==> config.mk <==
export PLATFORM = sky130hd
export DESIGN_NAME = bitwise_alu_pipe
export DESIGN_NICKNAME = d
export VERILOG_FILES = /design/src/rtl/bitwise_pkg.sv /design/src/rtl/bitwise_func.sv /design/src/rtl/bitwise_alu_pipe.sv
export SDC_FILE = /design/constraint.sdc
export NUM_CORES = 1
export LEC_CHECK = 0
export ABC_CLOCK_PERIOD_IN_PS = 3680
export BUFFER_PORTS_ARGS = -buffer_cell sky130_fd_sc_hd__buf_2
export CORE_MARGIN = 2
export CORE_UTILIZATION = 40
export DETAILED_ROUTE_END_ITERATION = 6
export HOLD_SLACK_MARGIN = 0.03
export SLEW_MARGIN = 20
export SYNTH_ARGS = -nofsm -noshare
export SYNTH_HDL_FRONTEND = slang
export SYNTH_HIERARCHICAL = 1
export SYNTH_SLANG_ARGS = --single-unit
export TNS_END_PERCENT = 1
==> constraint.sdc <==
create_clock -name clk -period 3.68 [get_ports clk]
set_input_delay 0.552 -clock clk [delete_from_list [all_inputs] [get_ports clk]]
set_output_delay 0.552 -clock clk [all_outputs]
set_load 0.05 [all_outputs]
==> src/rtl/bitwise_pkg.sv <==
// Op codes and per-bit evaluation shared by the bitwise operation blocks.
// Purely combinational helpers; no state, no handshake.
package bitwise_pkg;

  localparam int OP_W = 3;

  localparam logic [OP_W-1:0] OP_AND   = 3'd0;
  localparam logic [OP_W-1:0] OP_OR    = 3'd1;
  localparam logic [OP_W-1:0] OP_XOR   = 3'd2;
  localparam logic [OP_W-1:0] OP_NOT_A = 3'd3;
  localparam logic [OP_W-1:0] OP_NAND  = 3'd4;
  localparam logic [OP_W-1:0] OP_NOR   = 3'd5;
  localparam logic [OP_W-1:0] OP_XNOR  = 3'd6;
  localparam logic [OP_W-1:0] OP_ANDN  = 3'd7;

  // Single-bit evaluation; every op is bitwise, so callers replicate it per lane.
  function automatic logic bw_eval(input logic [OP_W-1:0] op, input logic a, input logic b);
    logic r;
    r = 1'b0;
    case (op)
      OP_AND:   r = a & b;
      OP_OR:    r = a | b;
      OP_XOR:   r = a ^ b;
      OP_NOT_A: r = ~a;
      OP_NAND:  r = ~(a & b);
      OP_NOR:   r = ~(a | b);
      OP_XNOR:  r = ~(a ^ b);
      OP_ANDN:  r = a & ~b;
      default:  r = 1'b0;
    endcase
    return r;
  endfunction

endpackage

==> src/rtl/bitwise_func.sv <==
// Combinational 8-op bitwise decoder, zero latency.
// No handshake; result follows op/a/b in the same cycle.
module bitwise_func
  import bitwise_pkg::*;
#(
  parameter int WIDTH = 7
) (
  input  logic [OP_W-1:0]  op,
  input  logic [WIDTH-1:0] a,
  input  logic [WIDTH-1:0] b,
  output logic [WIDTH-1:0] r
);

  for (genvar i = 0; i < WIDTH; i++) begin : g_lane
    assign r[i] = bw_eval(op, a[i], b[i]);
  end

endmodule

==> src/rtl/bitwise_alu_pipe.sv <==
// 2-stage bitwise ALU with XOR-accumulate packets; accepted beat -> out_valid 2 cycles later.
// Backpressure: global stall, in_ready = !out_valid || out_ready, no skid buffer.
module bitwise_alu_pipe
  import bitwise_pkg::*;
#(
  parameter int WIDTH = 7
) (
  input  logic             clk,
  input  logic             rst,
  input  logic             in_valid,
  output logic             in_ready,
  input  logic [WIDTH-1:0] a,
  input  logic [WIDTH-1:0] b,
  input  logic [OP_W-1:0]  op,
  input  logic             acc_mode,
  input  logic             last,
  output logic             out_valid,
  input  logic             out_ready,
  output logic [WIDTH-1:0] q,
  output logic             zero,
  output logic             parity
);

  logic             advance;
  logic             s1_valid;
  logic [WIDTH-1:0] s1_a;
  logic [WIDTH-1:0] s1_b;
  logic [OP_W-1:0]  s1_op;
  logic             s1_acc;
  logic             s1_last;

  logic [WIDTH-1:0] acc;
  logic             acc_active;

  logic [WIDTH-1:0] r;
  logic [WIDTH-1:0] acc_fold;
  logic             emit;
  logic [WIDTH-1:0] q_next;

  assign advance  = !out_valid || out_ready;
  assign in_ready = advance;

  bitwise_func #(.WIDTH(WIDTH)) u_func (
    .op (s1_op),
    .a  (s1_a),
    .b  (s1_b),
    .r  (r)
  );

  // A packet's first beat seeds the accumulator rather than folding into stale contents.
  always_comb begin
    acc_fold = acc_active ? (acc ^ r) : r;
    emit     = s1_valid && (!s1_acc || s1_last);
    q_next   = q;
    if (emit) begin
      q_next = s1_acc ? acc_fold : r;
    end
  end

  always_ff @(posedge clk) begin
    if (rst) begin
      s1_valid   <= 1'b0;
      s1_a       <= '0;
      s1_b       <= '0;
      s1_op      <= '0;
      s1_acc     <= 1'b0;
      s1_last    <= 1'b0;
      out_valid  <= 1'b0;
      q          <= '0;
      zero       <= 1'b1;
      parity     <= 1'b0;
      acc        <= '0;
      acc_active <= 1'b0;
    end else if (advance) begin
      s1_valid  <= in_valid;
      s1_a      <= a;
      s1_b      <= b;
      s1_op     <= op;
      s1_acc    <= acc_mode;
      s1_last   <= last;
      out_valid <= emit;
      q         <= q_next;
      zero      <= (q_next == '0);
      parity    <= ^q_next;
      if (s1_valid && s1_acc) begin
        if (s1_last) begin
          acc_active <= 1'b0;
        end else begin
          acc        <= acc_fold;
          acc_active <= 1'b1;
        end
      end
    end
  end

endmodule

; Word-level counts from Yosys, hierarchy flattened
; Cells that the tools add are included.
[classes]
n_mux = 11
n_bitwise = 65
n_reduce_logical = 11
eq_ne = 7
[ops]
columns = operator, n
row1 = $pmux W1 S8, 7
row2 = $not A1 Y1, 36
row3 = $mux W7, 3
row4 = $and A1 B1 Y1, 14
row5 = $eq A3 B3 Y1 const B, 4
row6 = $logic_not A7 Y1, 1
row7 = $or A1 B1 Y1, 7
row8 = $reduce_xor A7 Y1, 1
row9 = $xor A1 B1 Y1, 7
row10 = $xor A7 B7 Y7, 1
row11 = $eq A3 B2 Y1 const B, 2
row12 = $eq A3 B1 Y1 const B, 1
row13 = $logic_not A3 Y1, 1
row14 = $reduce_and A3 Y1, 1
row15 = $logic_and A1 B1 Y1, 2
row16 = $logic_not A1 Y1, 2
row17 = $logic_or A1 B1 Y1, 2
row18 = $reduce_and A2 Y1, 1
row19 = $mux W1, 1
[word_totals]
register_bits = 38
out_inout_bits = 11

; Longest topological paths before layout
; Gate-level depths: netlist of the first run.
[depth]
depth_word = 8
ltp_mapped = 15
ltp_nobuf = 14

; By module
; The synthesis of the first run kept the hierarchy.
[modules_own_cells]
columns = module, n_inst, seq_area_each_um2, cells_each, area_per_inst_um2
row1 = bitwise_alu_pipe, 1, 760.7, 244, 1936.9
row2 = bitwise_func, 1, 0.0, 107, 899.6

; Worst setup path before layout of the first run
; OpenSTA, ideal clock, no wires.
[synth_path]
path_kind = reg-to-reg
startpoint = reg s1_a[2]
endpoint = reg parity
n_path_buf = 0
setup_slack_ns = 0.772
path_stages_with_launch = 15
arrival_time_ns = 2.834
synth_period_minus_slack_ns = 2.908
path_cell_list = dfxtp_1 > inv_1 > ha_1 > nor3b_1 > nor4_2 > o221a_1 > o22ai_1 > and4_1 > o21ai_1 > o211ai_1 > ha_1 > xor3_1 > nor3_1 > o31ai_1 > o211ai_2
[synth_via]
elab_chain_cells = 8
word_cells_on_any_way = 14
classes_between = mux: 4 / bitwise: 9 / reduce/logical: 1
[synth_rtl]
columns = element, line
row1 = start: declaration, bitwise_alu_pipe.sv:26  ; logic [WIDTH-1:0] s1_a;
row2 = start signal: assignment, bitwise_alu_pipe.sv:63  ; s1_a <= '0;
row3 = start signal: assignment, bitwise_alu_pipe.sv:76  ; s1_a <= a;
row4 = $xor A1 B1 Y1 (tied with other cells), "bitwise_pkg.sv:23, bitwise_pkg.sv:27"
row5 = "$not A1 Y1, on equally long branches", "bitwise_pkg.sv:27, bitwise_pkg.sv:25, bitwise_pkg.sv:26"
row6 = $pmux W1 S8 (*), bitwise_pkg.sv:20  ; case (op)
row7 = named net r[2], bitwise_alu_pipe.sv:35  ; logic [WIDTH-1:0] r;
row8 = $xor A7 B7 Y7, bitwise_alu_pipe.sv:52  ; acc_fold = acc_active ? (acc ^ r) : r;
row9 = $mux W7, bitwise_alu_pipe.sv:52
row10 = $mux W7 (*), bitwise_alu_pipe.sv:56  ; q_next = s1_acc ? acc_fold : r;
row11 = $mux W7 (*), bitwise_alu_pipe.sv:55  ; if (emit) begin
row12 = $reduce_xor A7 Y1 (*), bitwise_alu_pipe.sv:84  ; parity <= ^q_next;
row13 = end signal: assignment, bitwise_alu_pipe.sv:84
row14 = end: declaration, bitwise_alu_pipe.sv:21  ; output logic parity
; The timed path passes the listed nets; every way through them passes the cells marked *.
; A chain may end at the register's enable or synchronous reset.

; Worst setup path in the final report of the first run
[layout_path]
startpoint = reg s1_a[3]
endpoint = reg parity
; The elaborated chain is that of the path after synthesis.

==> impl_metrics.env, run 1 <==
export IMPL_worstMarginPinSlew_ps=818.8
export IMPL_initial_core_util_pct=41.52
export IMPL_drc=0
export IMPL_final_cell_mix="53 x nand2_1, 49 x a21oi_1, 38 x dfxtp_1"
export IMPL_critical_path_startpoint_type="register"
export IMPL_port_buffers=33
export IMPL_yosys_warnings=6
export IMPL_wl_um=6870
export IMPL_endpoint_kind="register"
export IMPL_grt_pass1_vias=2318
export IMPL_placed_cell_area_um2=2993
export IMPL_muxShareOfSynthArea_pct=3.441
export IMPL_grtUsageTotal_pct=18.49
export IMPL_fin_skew_ps=5.931
export IMPL_vias_per_cell=5.394
export IMPL_layout_drive_gt1_share_pct=19.52
export IMPL_max_clock_freq_mhz=299.6
export IMPL_multi_input_area_um2=1804
export IMPL_fillers=713
export IMPL_dpl_cell_count=462
export IMPL_wl_per_cell_um=14.62
export IMPL_clk_pin_slew_worst_paths_ps=80
export IMPL_cts_made_buffers=5
export IMPL_synthesis_area_um2=2836
export IMPL_ios=34
export IMPL_nNetsFinal=420
export IMPL_finalMaxSlewViolations=0
export IMPL_die_area_um2=7781
export IMPL_fin_crit_ps=3338
export IMPL_relSlewSlack_pct=45.34
export IMPL_syn_instance_count=351
export IMPL_postLayoutCellArea_um2=3131
export IMPL_drt_iter0_markers=138
export IMPL_worstSetupPathType="reg2reg"
export IMPL_final_hold_viol_count=0
export IMPL_r2r_slack_ps=340
export IMPL_dr_pass1_iters=4
export IMPL_clockBufferDepth=2
export IMPL_maxCapViolations=0
export IMPL_synth_async_reset_ratio_pct=0
export IMPL_cts_root_buf="clkbuf_8"
export IMPL_final_seq_area_um2=760.7
export IMPL_grt_max_degree=41
export IMPL_die_width_um=88.21
export IMPL_cts_hold_buf=0
export IMPL_ys_seq_area_share_pct=26.82
export IMPL_synth_compound_area_share_pct=22.89
export IMPL_synth_fa_ha_area_share_pct=10.59
export IMPL_gp_congestion=0.8161
export IMPL_rows=30
export IMPL_final_common_cell="nand2_1"
export IMPL_synthTopCellsByArea="dfxtp_1 27%, ha_1 11%, a21oi_1 8.6%"
export IMPL_clock_latency_ps=290
export IMPL_synth_top_family_by_area="simple AND/OR/NAND/NOR gates"
export IMPL_rsz0062_at_grt="false"
export IMPL_htreeDepth=2
export IMPL_synth_area_leader_cell="dfxtp_1"
export IMPL_syn_to_final_growth_pct=10.37
export IMPL_synth_xor_area_share_pct=0.8381
export IMPL_antenna_cells=0
export IMPL_total_power_w=0.001233
export IMPL_post_cts_buffers=0
export IMPL_grt_overflow_total=0
export IMPL_syn_avg_cell_area_um2=8.081
export IMPL_arrival_ps=3570
export IMPL_ys_seq_elements=38
export IMPL_ant_nets=0
export IMPL_cts_resized=0
export IMPL_coreArea_um2=6832
export IMPL_die_h_um=88.21
export IMPL_route_vias_total=2535
export IMPL_stdcell_count=470
export IMPL_grt_pass1_wl_um=11360
export IMPL_synth_top_area_share_pct=26.82
export IMPL_synth_distinct_cells=47
export IMPL_synth_ff_type="dfxtp_1"
export IMPL_finalSetupViolations=0
export IMPL_cts_tree="done"
export IMPL_crit_required_ps=3910
export IMPL_outcome="complete, no violations"
export IMPL_worstPathMaxFanout=5
export IMPL_cts_sinks=38
export IMPL_dp_hpwl_um=4702
export IMPL_finalCritPeriodShare_pct=90.70
export IMPL_hp_class="reg2reg"
export IMPL_p_leak_nw=1.281
export IMPL_antenna_found_initial=0
export IMPL_yosys_area_share_simple_pct=25.85
export IMPL_synth_edf_count=0
export IMPL_tns_ps=0
export IMPL_peakVddDrop_mv=0.2270
export IMPL_syn_num_nets=398
export IMPL_p_per_area_nw_per_um2=393.7
[final cells by class]
class	instances	area share, %
clock inverters	3	2.198
inverters	22	2.638
flip-flops and latches	38	24.30
clock buffers	5	2.198
multi-input cells	265	57.63
well taps	96	3.837
repair buffers	41	7.194
[power breakdown]
group	leakage, nW	switching, W	internal [W]	total [W]
Clock	0.0683	0.000165	0.000272	0.000437
Sequential	0.314	0.0000436	0.000441	0.000485
Combinational	0.899	0.000182	0.000128	0.000310
Total	1.28	0.000391	0.000842	0.00123
[worst max-delay path: stages (launching register included)]
cell,delay (ps)
dfxtp_1,430
inv_1,70
ha_1,310
nor3b_1,150
nor4_2,300
o221a_1,240
o22ai_1,160
and4_1,250
o21ai_1,180
o211ai_1,130
ha_1,300
xor3_1,410
nor3_1,160
o31ai_1,110
o211ai_2,60
[worst paths after layout]
| path | start | endpoint | cells after the start |
|---|---|---|---|
| worst min-delay path | s1_b[2]$_SDFFE_PP0P_ | s1_b[2]$_SDFFE_PP0P_ | 2 |
| worst max register to register | s1_a[3]$_SDFFE_PP0P_ | parity$_SDFFE_PP0P_ | 14 |
| worst min register to register | s1_b[2]$_SDFFE_PP0P_ | s1_b[2]$_SDFFE_PP0P_ | 2 |
| worst max-delay path | s1_a[3]$_SDFFE_PP0P_ | parity$_SDFFE_PP0P_ | 14 |
[logic make-up (layout without fill, tap and decap cells)]
group	after synthesis	count (layout)
buffers and inverters	48	71
flip-flops	38	38
AND/OR/NAND/NOR	128	128
AO/OA/AOI/OAI	108	108
XOR/XNOR	1	1
adder cells (fa/ha/maj)	24	24
multiplexers	4	4
[synth_stat cells (5+ instances only)]
master and count:
nand2_1 53, a21oi_1 49, dfxtp_1 38, ha_1 24
inv_1 20, o21ai_1 17, nor2b_1 14, nor3_1 9
o21ai_0 9, buf_2 7, nor4_1 7, o211ai_1 7
and4_1 6, buf_6 6, clkbuf_1 6, nor2_1 6
o2111ai_1 6, or2_2 6, a211oi_1 5, nand2b_1 5
[metal layers]
metal,vias up,part of all wire [%],global-route usage (%)
met4,0,0.89,3.994
met2,64,44,28.98
li1,1296,-,-
met1,1171,50,26.82
met5,-,0,0
met3,4,4.2,3.078
[per-stage QoR]
stage                     utilization [%]  hold WS [ps]  setup slack (ps)
after detailed placement            43.81         467.0             421.5
after CTS                           45.82         476.9             365.2
final                               45.82         472.8             342.2
after global placement              43.81         458.1             499.0
after global routing                45.82         486.6             89.94
after floorplan                         -         440.4             772.4
[state kept, by name (all words and copies together) (netlist names)]
register / cells
acc: 7
acc_active: 1
out_valid: 1
parity: 1
q: 7
s1_a: 7
s1_acc: 1
s1_b: 7
s1_last: 1
s1_op: 3
s1_valid: 1
zero: 1
Power figures use the tool's default switching activity.
==> run 2, diff against run 1 <==
Settings changed: CORE_ASPECT_RATIO from default to 0.9.
==> run 2 against run 1 <==
Against the previous run: total power down 11%; critical endpoint unchanged; clock power shrank 31%; largest power group unchanged; largest cell class unchanged; wire length down 6.0%; critical path depth unchanged; final cell count is 0.85% lower; via count fell by 2.7%; utilization down 1.7 points; design area shrank 1.8%; clock-buffer cell count rose by 2; first-iteration DRC count decreased by 17%.
==> impl_metrics.env, run 2 (synthesis gave the netlist of run 1 again) <==
export IMPL_outcome="complete, no violations"
export IMPL_p_int_w=0.0007211
export IMPL_drt_iter0_markers=114
export IMPL_route_vias_total=2466
export IMPL_finalSetupViolations=0
export IMPL_grt_pass1_vias=2360
export IMPL_finalMaxSlewViolations=0
export IMPL_endpoint_kind="register"
export IMPL_power_share_clock_pct=27.7
export IMPL_wl_um=6457
export IMPL_arrival_ps=3480
export IMPL_crit_required_ps=3840
export IMPL_use_met3_pct=2.800
export IMPL_peakVddDrop_mv=0.1982
export IMPL_power_share_sequential_pct=44.0
export IMPL_hp_class="reg2reg"
export IMPL_cts_root_buf="clkbuf_8"
export IMPL_cp_num_buf_inv=1
export IMPL_layout_drive_gt1_share_pct=19.03
export IMPL_p_leak_nw=1.256
export IMPL_rsz0062_at_grt="false"
export IMPL_initial_core_util_pct=40.71
export IMPL_cpMostUsedCell="ha_1"
export IMPL_final_cell_mix="53 x nand2_1, 49 x a21oi_1, 38 x dfxtp_1"
export IMPL_max_clock_freq_mhz=301.5
export IMPL_clock_latency_ps=280
export IMPL_port_buffers=33
export IMPL_antenna_cells=0
export IMPL_dp_hpwl_um=4666
export IMPL_cts_hold_buf=0
export IMPL_worstMarginPinSlew_ps=778.4
export IMPL_cts_sinks=38
export IMPL_gp_congestion=0.7997
export IMPL_fin_skew_ps=5.896
export IMPL_cp_top_family="compound AO/OA/AOI/OAI gates"
export IMPL_worstPathMaxFanout=5
export IMPL_grtUsageTotal_pct=17.35
export IMPL_use_met2_pct=26.88
export IMPL_die_area_um2=7782
export IMPL_sw_frac_of_total_pct=33.92
export IMPL_critical_path_startpoint_type="register"
export IMPL_p_switching_w=0.0003701
export IMPL_relSlewSlack_pct=48.04
export IMPL_dr_pass1_iters=4
export IMPL_fin_ws_ps=363.5
export IMPL_dp_worst_setup_slack_ps=417.2
export IMPL_cp_slowest_cell="dfxtp_1"
export IMPL_grt_pass1_wl_um=11210
export IMPL_p_comb_share_pct=28.3
export IMPL_worstSetupPathType="reg2reg"
export IMPL_final_hold_viol_count=0
export IMPL_vias_per_cell=5.292
export IMPL_die_width_um=92.77
export IMPL_syn_to_final_growth_pct=8.337
export IMPL_drc=0
export IMPL_rows=29
export IMPL_grt_overflow_total=0
export IMPL_clk_pin_slew_worst_paths_ps=80
export IMPL_coreArea_um2=6967
export IMPL_finalCritPeriodShare_pct=90.12
export IMPL_fin_crit_ps=3317
export IMPL_die_h_um=83.89
export IMPL_cts_tree="done"
export IMPL_cts_made_buffers=5
export IMPL_ant_nets=0
export IMPL_path_cells="inv_1 > ha_1 > nor3b_1 > nor4_2 > o221a_1 > o22ai_1 > and4_1 > o21ai_1 > o211ai_1 > ha_1 > xor3_1 > nor3_1 > o31ai_1 > o211ai_2"
export IMPL_maxCapViolations=0
export IMPL_ios=34
export IMPL_nNetsFinal=419
export IMPL_post_cts_buffers=0
export IMPL_final_common_cell="nand2_1"
export IMPL_tns_ps=0
export IMPL_postLayoutCellArea_um2=3073
export IMPL_placed_cell_area_um2=2982
export IMPL_clockBufferDepth=2
export IMPL_cts_resized=0
export IMPL_htreeDepth=2
export IMPL_gr_max_usage_layer="met2"
export IMPL_antenna_found_initial=0
export IMPL_grt_max_degree=41
export IMPL_wl_per_cell_um=13.86
export IMPL_cpPeakStageDelay_ps=420
export IMPL_use_met1_pct=25.13
export IMPL_p_per_area_nw_per_um2=355.1
==> run 2: power groups by stage <==
stage               clock network (W)  logic [W]  registers, W
global placement                    0   0.000303      0.000488
floorplan                           0   0.000215      0.000518
global route                 0.000336   0.000344      0.000486
finish                       0.000302   0.000309      0.000480
detailed placement                  0   0.000308      0.000489
CTS                          0.000312   0.000311      0.000480
==> run 2: metal layers <==
| layer | part of all wire (%) | vias to the layer above |
|---|---|---|
| met5 | 0 | - |
| met4 | 0.37 | 0 |
| li1 | - | 1300 |
| met1 | 52 | 1128 |
| met3 | 3.5 | 2 |
| met2 | 44 | 36 |
==> run 2: cell type report <==
cell class / count / area, um^2
tap: 93 / 116.4
timing repair buffer: 40 / 217.7
multi-input combinational: 265 / 1804
clock inverter: 1 / 5.005
fill: 725 / 3894
sequential: 38 / 760.7
inverter: 22 / 82.58
clock buffer: 7 / 86.33
==> run 2: worst min-delay path: cells and delay by family, from the launching register on <==
family | cells | cell delay (ps)
AOI/OAI and AO/OA | 1 | 50
DFF | 1 | 330
and+or+nand+nor | 1 | 60
==> run 2: metrics by stage <==
step | power (W) | hold slack (ps) | cells | utilization, %
after floorplan | 0.0007327 | 440.4 | 351 | -
after global placement | 0.0007912 | 458.4 | 458 | 42.80
after detailed placement | 0.0007975 | 468.4 | 458 | 42.80
after CTS | 0.001103 | 485.6 | 466 | 44.11
after global routing | 0.001166 | 504.6 | 466 | 44.11
final | 0.001091 | 479.8 | 466 | 44.11
==> run 2: path summary, 6_finish.rpt <==
kind	from	endpoint	slack, ps	depth (start not counted)
max	s1_a[2]$_SDFFE_PP0P_	parity$_SDFFE_PP0P_	360	14
max reg2reg	s1_a[2]$_SDFFE_PP0P_	parity$_SDFFE_PP0P_	360	14
min reg2reg	s1_b[4]$_SDFFE_PP0P_	s1_b[4]$_SDFFE_PP0P_	480	2
min	s1_b[4]$_SDFFE_PP0P_	s1_b[4]$_SDFFE_PP0P_	480	2
==> run 3, diff against run 2 <==
Settings changed: CELL_PAD_IN_SITES_DETAIL_PLACEMENT from default to 0, CELL_PAD_IN_SITES_GLOBAL_PLACEMENT from default to 1, PLACE_DENSITY from default to 0.77.
==> run 3 against run 2 <==
Against the previous run: die area unchanged; setup slack better by 92 ps; clock power is 4% higher; maximum frequency increased by 2.9%; largest power group unchanged.
==> impl_metrics.env, run 3 (synthesis gave the netlist of run 1 again) <==
export IMPL_layout_drive_gt1_share_pct=18.87
export IMPL_initial_core_util_pct=40.71
export IMPL_htreeDepth=2
export IMPL_grt_pass1_wl_um=11250
export IMPL_grt_pass1_vias=2386
export IMPL_endpoint_kind="register"
export IMPL_rows=29
export IMPL_worstMarginPinSlew_ps=825.9
export IMPL_ff2ff_path_depth=12
export IMPL_cts_made_buffers=5
export IMPL_antenna_cells=0
export IMPL_gp_congestion=0.7993
export IMPL_coreArea_um2=6967
export IMPL_grt_max_degree=41
export IMPL_route_vias_total=2524
export IMPL_nNetsFinal=417
export IMPL_cts_tree="done"
export IMPL_wl_um=6717
export IMPL_final_common_cell="nand2_1"
export IMPL_clockBufferDepth=2
export IMPL_finalMaxSlewViolations=0
export IMPL_fin_crit_ps=3224
export IMPL_cts_root_buf="clkbuf_8"
export IMPL_grtUsageTotal_pct=17.89
export IMPL_p_leak_nw=1.248
export IMPL_cts_hold_buf=0
export IMPL_die_width_um=92.77
export IMPL_tns_ps=0
export IMPL_post_route_util_pct=44.13
export IMPL_vias_per_cell=5.440
export IMPL_placed_cell_area_um2=2979
export IMPL_relSlewSlack_pct=44.87
export IMPL_cts_resized=0
export IMPL_fin_skew_ps=5.906
export IMPL_post_cts_buffers=0
export IMPL_final_hold_viol_count=0
export IMPL_stdcell_count=464
export IMPL_arrival_ps=3460
export IMPL_cts_sinks=38
export IMPL_ant_nets=0
export IMPL_clock_latency_ps=300
export IMPL_whs_ps=478.1
export IMPL_drc=0
export IMPL_dr_pass1_iters=4
export IMPL_worstPathMaxFanout=13
export IMPL_dpl_cell_count=456
export IMPL_port_buffers=33
export IMPL_wl_per_cell_um=14.48
export IMPL_grt_overflow_total=0
export IMPL_ios=34
export IMPL_max_clock_freq_mhz=310.2
export IMPL_finalSetupViolations=0
export IMPL_die_h_um=83.89
export IMPL_antenna_found_initial=0
export IMPL_clk_pin_slew_worst_paths_ps=80
export IMPL_final_cell_mix="53 x nand2_1, 49 x a21oi_1, 38 x dfxtp_1"
export IMPL_drt_iter0_markers=143
export IMPL_finalCritPeriodShare_pct=87.61
export IMPL_hp_class="reg2reg"
export IMPL_worstSetupPathType="reg2reg"
export IMPL_hold_depth=2
export IMPL_p_per_area_nw_per_um2=359.7
export IMPL_critical_path_startpoint_type="register"
export IMPL_postLayoutCellArea_um2=3074
export IMPL_rsz0062_at_grt="false"
export IMPL_fillers=727
export IMPL_die_area_um2=7782
export IMPL_maxCapViolations=0
export IMPL_syn_to_final_growth_pct=8.381
export IMPL_outcome="complete, no violations"
export IMPL_crit_required_ps=3910
export IMPL_dp_hpwl_um=4611
export IMPL_peakVddDrop_mv=0.2400
-- run 3: cell types whose count changed in the layout (fill, tap and decap cells not counted), sizes merged --
| cell | delta |
|---|---|
| buf | -2 |
| clkbuf | -1 |
| clkinvlp | +1 |
-- run 3: worst max-delay path, stage by stage (launching register included) --
cell      delay, ps
dfxtp_1         610
clkinv_1        370
nand2_1         270
o221a_1         220
o22ai_1         150
and4_1          240
o21ai_1         160
o211ai_1        110
ha_1            290
xor3_1          410
nor3_1          150
o31ai_1         110
o211ai_2         70
-- run 3: path summary, 6_finish.rpt --
kind                                             from                    to  slack [ps]
worst max-delay path            s1_op[2]$_SDFFE_PP0P_   parity$_SDFFE_PP0P_         460
worst min-delay path             s1_b[4]$_SDFFE_PP0P_  s1_b[4]$_SDFFE_PP0P_         480
worst max register to register  s1_op[2]$_SDFFE_PP0P_   parity$_SDFFE_PP0P_         460
worst min register to register   s1_b[4]$_SDFFE_PP0P_  s1_b[4]$_SDFFE_PP0P_         480
-- run 3: final cells by class --
type	count	area, um^2	area share [%]
Inverter	22	82.58	2.686
Multi-Input combinational cell	265	1804	58.69
Timing Repair Buffer	38	215.2	7.000
Sequential cell	38	760.7	24.75
Tap cell	93	116.4	3.785
Clock buffer	6	82.58	2.686
Clock inverter	2	12.51	0.4070
-- run 3: power breakdown --
part / internal [W] / switching [W] / total, W
clock network: 0.000151 / 0.000163 / 0.000313
registers: 0.000441 / 0.0000388 / 0.000480
logic: 0.000127 / 0.000185 / 0.000312
-- run 3: per-layer routing --
layer | vias to the layer above | track usage, % | part of all wire [%]
li1 | 1294 | - | -
met1 | 1164 | 25.47 | 52
met2 | 60 | 27.21 | 43
met3 | 6 | 3.342 | 4.3
met4 | 0 | 5.749 | 1.3
met5 | - | 0 | 0
-- run 3: through the flow --
stage,total power [W],worst slack [ps]
after floorplan,0.0007327,772.4
after global routing,0.001170,134.0
final,0.001106,455.8
after CTS,0.001113,460.9
after detailed placement,0.0008000,472.3
after global placement,0.0007942,582.6
